File: src/rtl/num2ascii_stream.sv
// num2ascii_stream: latches an unsigned value on a start pulse, converts it to
// BCD with an iterative shift-add-3 loop, and then streams the decimal digits
// as ASCII over a valid/ready handshake. Optional features are leading-zero
// suppression, a fixed decimal point and a trailing terminator character.
module num2ascii_stream #(
   parameter int         WIDTH       = 32,
   parameter int         DIGITS      = 10,
   parameter int         FRAC_DIGITS = 0,
   parameter int         TERM_EN     = 1,
   parameter logic [7:0] TERM_CHAR   = 8'h0A
) (
   input  logic             CLK,
   input  logic             RST,
   input  logic             start_update,
   input  logic [WIDTH-1:0] error_rate,
   input  logic             zero_suppress,
   input  logic             ready_i,
   output logic [7:0]       char,
   output logic             valid_o,
   output logic             busy,
   output logic             done
);

   localparam int BCD_W = 4 * DIGITS;
   localparam int PTR_W = (DIGITS > 1) ? $clog2(DIGITS) : 1;
   localparam int CNT_W = $clog2(WIDTH + 1);

   localparam logic [PTR_W-1:0] MS_PTR   = PTR_W'(DIGITS - 1);
   localparam logic [PTR_W-1:0] FRAC_PTR = PTR_W'(FRAC_DIGITS);

   typedef enum logic [1:0] {
      S_IDLE,
      S_CONVERT,
      S_EMIT
   } state_t;

   // Kind of output position the pointer refers to while emitting.
   typedef enum logic [1:0] {
      P_DIGIT,
      P_DOT,
      P_TERM
   } phase_t;

   state_t             state_q, state_d;
   phase_t             phase_q, phase_d;
   logic [WIDTH-1:0]   val_q,   val_d;
   logic [BCD_W-1:0]   bcd_q,   bcd_d;
   logic [CNT_W-1:0]   cnt_q,   cnt_d;
   logic [PTR_W-1:0]   ptr_q,   ptr_d;
   logic               supp_q,  supp_d;
   logic [7:0]         char_q,  char_d;
   logic               valid_q, valid_d;
   logic               done_q,  done_d;

   logic [BCD_W-1:0]   bcd_adj;
   logic [3:0]         digit_w [DIGITS];

   // Position that follows the one currently presented.
   phase_t             nxt_phase;
   logic [PTR_W-1:0]   nxt_ptr;
   logic               nxt_end;
   logic [7:0]         cur_char;
   logic [7:0]         nxt_char;
   logic               skip_cur;

   // Maps an output position to its ASCII code.
   function automatic logic [7:0] char_of(input phase_t ph, input logic [3:0] nib);
      logic [7:0] c;
      case (ph)
         P_DIGIT: c = 8'h30 + {4'h0, nib};
         P_DOT:   c = 8'h2E;
         default: c = TERM_CHAR;
      endcase
      return c;
   endfunction

   // Per-nibble add-3 correction ahead of each shift, plus a digit view of the
   // BCD register for the emit-side multiplexers.
   genvar gi;
   generate
      for (gi = 0; gi < DIGITS; gi++) begin : g_nib
         assign bcd_adj[4*gi +: 4] = (bcd_q[4*gi +: 4] >= 4'd5) ?
                                     (bcd_q[4*gi +: 4] + 4'd3) : bcd_q[4*gi +: 4];
         assign digit_w[gi] = bcd_q[4*gi +: 4];
      end
   endgenerate

   // Successor of the current position: digits walk down, the point sits
   // after the integer units digit, and the terminator closes the string.
   always_comb begin
      nxt_phase = phase_q;
      nxt_ptr   = ptr_q;
      nxt_end   = 1'b0;
      case (phase_q)
         P_DIGIT: begin
            if ((FRAC_DIGITS > 0) && (ptr_q == FRAC_PTR)) begin
               nxt_phase = P_DOT;
            end else if (ptr_q != '0) begin
               nxt_ptr = ptr_q - PTR_W'(1);
            end else if (TERM_EN != 0) begin
               nxt_phase = P_TERM;
            end else begin
               nxt_end = 1'b1;
            end
         end
         P_DOT: begin
            nxt_phase = P_DIGIT;
            nxt_ptr   = FRAC_PTR - PTR_W'(1);
         end
         default: begin
            nxt_end = 1'b1;
         end
      endcase
   end

   // Character lookups for the current and the following position, and the
   // leading-zero skip decision (never applied at or below the units digit).
   always_comb begin
      cur_char = char_of(phase_q, digit_w[ptr_q]);
      nxt_char = char_of(nxt_phase, digit_w[nxt_ptr]);
      skip_cur = (phase_q == P_DIGIT) && supp_q &&
                 (digit_w[ptr_q] == 4'd0) && (ptr_q > FRAC_PTR);
   end

   // Next-state and datapath logic for IDLE / CONVERT / EMIT.
   always_comb begin
      state_d = state_q;
      phase_d = phase_q;
      val_d   = val_q;
      bcd_d   = bcd_q;
      cnt_d   = cnt_q;
      ptr_d   = ptr_q;
      supp_d  = supp_q;
      char_d  = char_q;
      valid_d = valid_q;
      done_d  = 1'b0;

      case (state_q)
         S_IDLE: begin
            if (start_update) begin
               val_d   = error_rate;
               supp_d  = zero_suppress;
               bcd_d   = '0;
               cnt_d   = CNT_W'(WIDTH);
               ptr_d   = '0;
               phase_d = P_DIGIT;
               state_d = S_CONVERT;
            end
         end

         S_CONVERT: begin
            bcd_d = {bcd_adj[BCD_W-2:0], val_q[WIDTH-1]};
            val_d = val_q << 1;
            cnt_d = cnt_q - CNT_W'(1);
            if (cnt_q == CNT_W'(1)) begin
               state_d = S_EMIT;
               ptr_d   = MS_PTR;
               phase_d = P_DIGIT;
            end
         end

         S_EMIT: begin
            if (!valid_q) begin
               // Nothing presented yet: either drop a leading zero or load
               // the first character.
               if (skip_cur) begin
                  ptr_d = ptr_q - PTR_W'(1);
               end else begin
                  char_d  = cur_char;
                  valid_d = 1'b1;
                  supp_d  = 1'b0;
               end
            end else if (ready_i) begin
               // Transfer: preload the next character so a ready sink sees
               // one character per cycle with no bubbles.
               if (nxt_end) begin
                  valid_d = 1'b0;
                  done_d  = 1'b1;
                  state_d = S_IDLE;
               end else begin
                  phase_d = nxt_phase;
                  ptr_d   = nxt_ptr;
                  char_d  = nxt_char;
               end
            end
         end

         default: begin
            state_d = S_IDLE;
            valid_d = 1'b0;
         end
      endcase
   end

   // State and datapath registers with synchronous reset.
   always_ff @(posedge CLK) begin
      if (RST) begin
         state_q <= S_IDLE;
         phase_q <= P_DIGIT;
         val_q   <= '0;
         bcd_q   <= '0;
         cnt_q   <= '0;
         ptr_q   <= '0;
         supp_q  <= 1'b0;
         char_q  <= 8'h00;
         valid_q <= 1'b0;
         done_q  <= 1'b0;
      end else begin
         state_q <= state_d;
         phase_q <= phase_d;
         val_q   <= val_d;
         bcd_q   <= bcd_d;
         cnt_q   <= cnt_d;
         ptr_q   <= ptr_d;
         supp_q  <= supp_d;
         char_q  <= char_d;
         valid_q <= valid_d;
         done_q  <= done_d;
      end
   end

   assign char    = char_q;
   assign valid_o = valid_q;
   assign done    = done_q;
   assign busy    = (state_q != S_IDLE);

endmodule

File: config.mk
export PLATFORM = sky130hd
export DESIGN_NAME = num2ascii_stream
export DESIGN_NICKNAME = d
export VERILOG_FILES = /design/src/rtl/num2ascii_stream.sv
export SDC_FILE = /design/constraint.sdc
export NUM_CORES = 1
export LEC_CHECK = 0
export CORE_AREA = 4 4 121 123
export DETAILED_ROUTE_END_ITERATION = 8
export DIE_AREA = 0 0 125 127
export PLACE_DENSITY = 0.66
export SYNTH_ARGS = -nofsm -noshare
export SYNTH_HDL_FRONTEND = slang
export SYNTH_SLANG_ARGS = --single-unit
File: constraint.sdc
create_clock -name CLK -period 2.5 [get_ports CLK]
set_input_delay 0.375 -clock CLK [delete_from_list [all_inputs] [get_ports CLK]]
set_output_delay 0.375 -clock CLK [all_outputs]
set_load 0.1 [all_outputs]
==> metrics.yaml <==
outcome: "complete, no violations"
reg2reg_slack_ps: 130
dp_hpwl_um: 13000
ys_types: 65
die_area_um2: 15900
ys.flop_type: "dfxtp_1"
pin_count: 48
rsz0062_at_grt: "yes"
power_leakage_nw: 2.49
finalCritPeriodShare_pct: 94.8
final_cell_mix: "dfxtp_1 (93), nor2_1 (88), a21oi_1 (65)"
clock_sinks: 95
p_per_area_nw_per_um2: 863
antenna_found_initial: 0
grt_max_degree: 48
drt_iter0_markers: 442
routedWlPerCell_um: 17.8
synth_area_um2: 5980
wirelength_um: 17500
finalWorstSetupSlack_ps: 129
io_buffers: 45
worst_setup_path_start_kind: "flip-flop"
cp-end-kind: "flip-flop"
fp.coreArea_um2: 13700
required_ps: 2790
drtAntennaViolNets: 0
clk_latency_ps: 360
synthToLayoutAreaGrowth_pct: 20.4
synth_edf_count: 0
start_util_pct: 43.8
drive_gt1_share_pct: 13.6
final_common_cell: "dfxtp_1"
grt_pass1_vias: 5487
numCtsBuffers: 9
hold_buffers: 0
viasPerCell: 5.90
syn_inst: 743
htree_levels: 3
cts_tree: "built"
r2r_end: "ptr_q[0]$_SDFFE_PP0P_"
worstHoldEndpoint: "cnt_q[1]$_SDFFE_PP0P_"
final_cell_area_um2: 7200
groute.usage.overall_pct: 22.0
ir_worst_vdd_mv: 0.923
worst-setup-path-type: "reg2reg"
grt_pass1_wl_um: 28500
drc: 0
worstHoldPathType: "in2reg"
finClkSkew_ps: 10.4
die_height_um: 127
holdCritStartpoint: "RST"
postCtsSetupRepairBufs: 0
cts_buffer_depth: 2
routabilityCongestion: 0.947
ys_async_sr_fraction_pct: 0
diodes: 0
syn_avg_cell_area_um2: 8.05
tns_ps: 0
maxCapViolations: 0
synth_top_area_cell: "dfxtp_1"
drv_slew: 0
synth_top_cell_area_share_pct: 31.8
tightest_slew_ps: 669
max-slew-margin-rel_pct: 55.4
ys_seq_elements: 95
dpl_cell_area_um2: 6890
period_minus_slack_ps: 2370
worstHoldPathCells: 2
total_power_mw: 6.22
ys_seq_area_share_pct: 31.8
synth.area.top_cells: "dfxtp_1 (32%), mux2i_1 (9.0%), ha_1 (5.6%)"
cts.clk_slew.worst_paths_ps: 70
first_pass_iters: 5
finalSetupViolCount: 0
fmax_mhz: 422
vias: 5793
r2r-start: "ptr_q[1]$_SDFFE_PP0P_"
final_nets: 861
place_worst_setup_slack_ps: -15.7
die_w_um: 125
critical_path_arrival_ps: 2660
yosys_warnings: 0
row_count: 43
whs_ps: 454
cts-root-buf: "clkbuf_16"
reg2reg_depth: 8
hold_violations: 0
grt-ovfl-total: 0
crit_fanout: 17
## where the power goes
part | leakage, nW | internal, mW | switching [mW]
sequential | 0.776 | 1.79 | 0.231
combinational | 1.57 | 1.07 | 1.73
clock | 0.147 | 0.709 | 0.695
## cell families (layout without fill, tap and decap cells)
kind of cell	after synthesis	after routing	share of synthesized area [%]
buffers and inverters	91	149	6.40
muxes	65	65	11.9
AOI/OAI and AO/OA	221	221	23.8
DFF	95	95	31.8
xor gates and xnor gates	12	12	1.76
and+or+nand+nor	231	231	18.7
other	1	2	0.0627
adders and majority gates	27	27	5.65
## Yosys cell counts, drive strengths merged, types with 3 or more instances
library cell	n
o31a	3
nor3	24
a31oi	6
dfxtp	95
nand2	39
nor2	90
o31ai	4
a22oi	22
nand3	25
a311oi	5
a21oi	65
ha	27
xnor2	11
or3	3
o22ai	10
o211ai	7
nor3b	12
a211oi	27
mux4	4
nor4	4
mux2	7
o21ai	45
or3b	3
mux2i	54
o221ai	11
nand2b	20
inv	34
nor2b	3
buf	17
clkbuf	38
## critical path, stage by stage, from the launching register on
cell     delay [ps]
dfxtp_1         380
buf_12          180
mux2i_1         250
o22ai_1         110
o31a_1          290
nor4_4          340
a31oi_4         170
or3b_1          410
a21oi_1         150
## worst max-delay path by stage
| stage | startpoint | to | slack (ps) | cells after the start |
|---|---|---|---|---|
| floorplan | ptr_q[1]$_SDFFE_PP0P_ | char[0]$_SDFFE_PP0P_ | 30 | 12 |
| global placement | ptr_q[0]$_SDFFE_PP0P_ | ptr_q[0]$_SDFFE_PP0P_ | 90 | 9 |
| detailed placement | ptr_q[0]$_SDFFE_PP0P_ | ptr_q[0]$_SDFFE_PP0P_ | -20 | 9 |
| CTS | ptr_q[0]$_SDFFE_PP0P_ | ptr_q[0]$_SDFFE_PP0P_ | 90 | 9 |
| global route | ptr_q[1]$_SDFFE_PP0P_ | ptr_q[0]$_SDFFE_PP0P_ | -10 | 8 |
| finish | ptr_q[1]$_SDFFE_PP0P_ | ptr_q[0]$_SDFFE_PP0P_ | 130 | 8 |
## repair_timing
item,CTS,global route
endpoints found under the setup margin,3,7
resized for setup,1,6
pin swaps,0,2
## final cells by class
class	count	area (um2)
clock buffers	9	225
clock inverters	7	68.8
fillers	1325	6460
inverters	36	135
multi-input cells	558	3780
flip-flops and latches	95	1910
well taps	180	225
repair buffers	97	863
## metrics by stage
step | utilization [%] | cells
after floorplan | - | 744
after global placement | 50.4 | 966
after detailed placement | 50.4 | 966
after CTS | 52.5 | 982
after global routing | 52.7 | 982
final | 52.7 | 982
## per-layer routing
layer / vias to the layer above / share of wire, % / global-route usage (%)
li1: 2819 / - / -
met1: 2811 / 46 / 29.4
met2: 143 / 48 / 36.6
met3: 20 / 4.4 / 3.76
met4: 0 / 1.7 / 6.44
met5: - / 0 / 0
## state kept, by name, summed over array words and instances, names as in the netlist
register and flops:
val_q 32, phase_q 2, ptr_q 4, supp_q 1, state_q 2, done 1, bcd_q 40, char 6
valid_o 1, cnt_q 6
No activity file was read; power rests on OpenSTA's default activity.
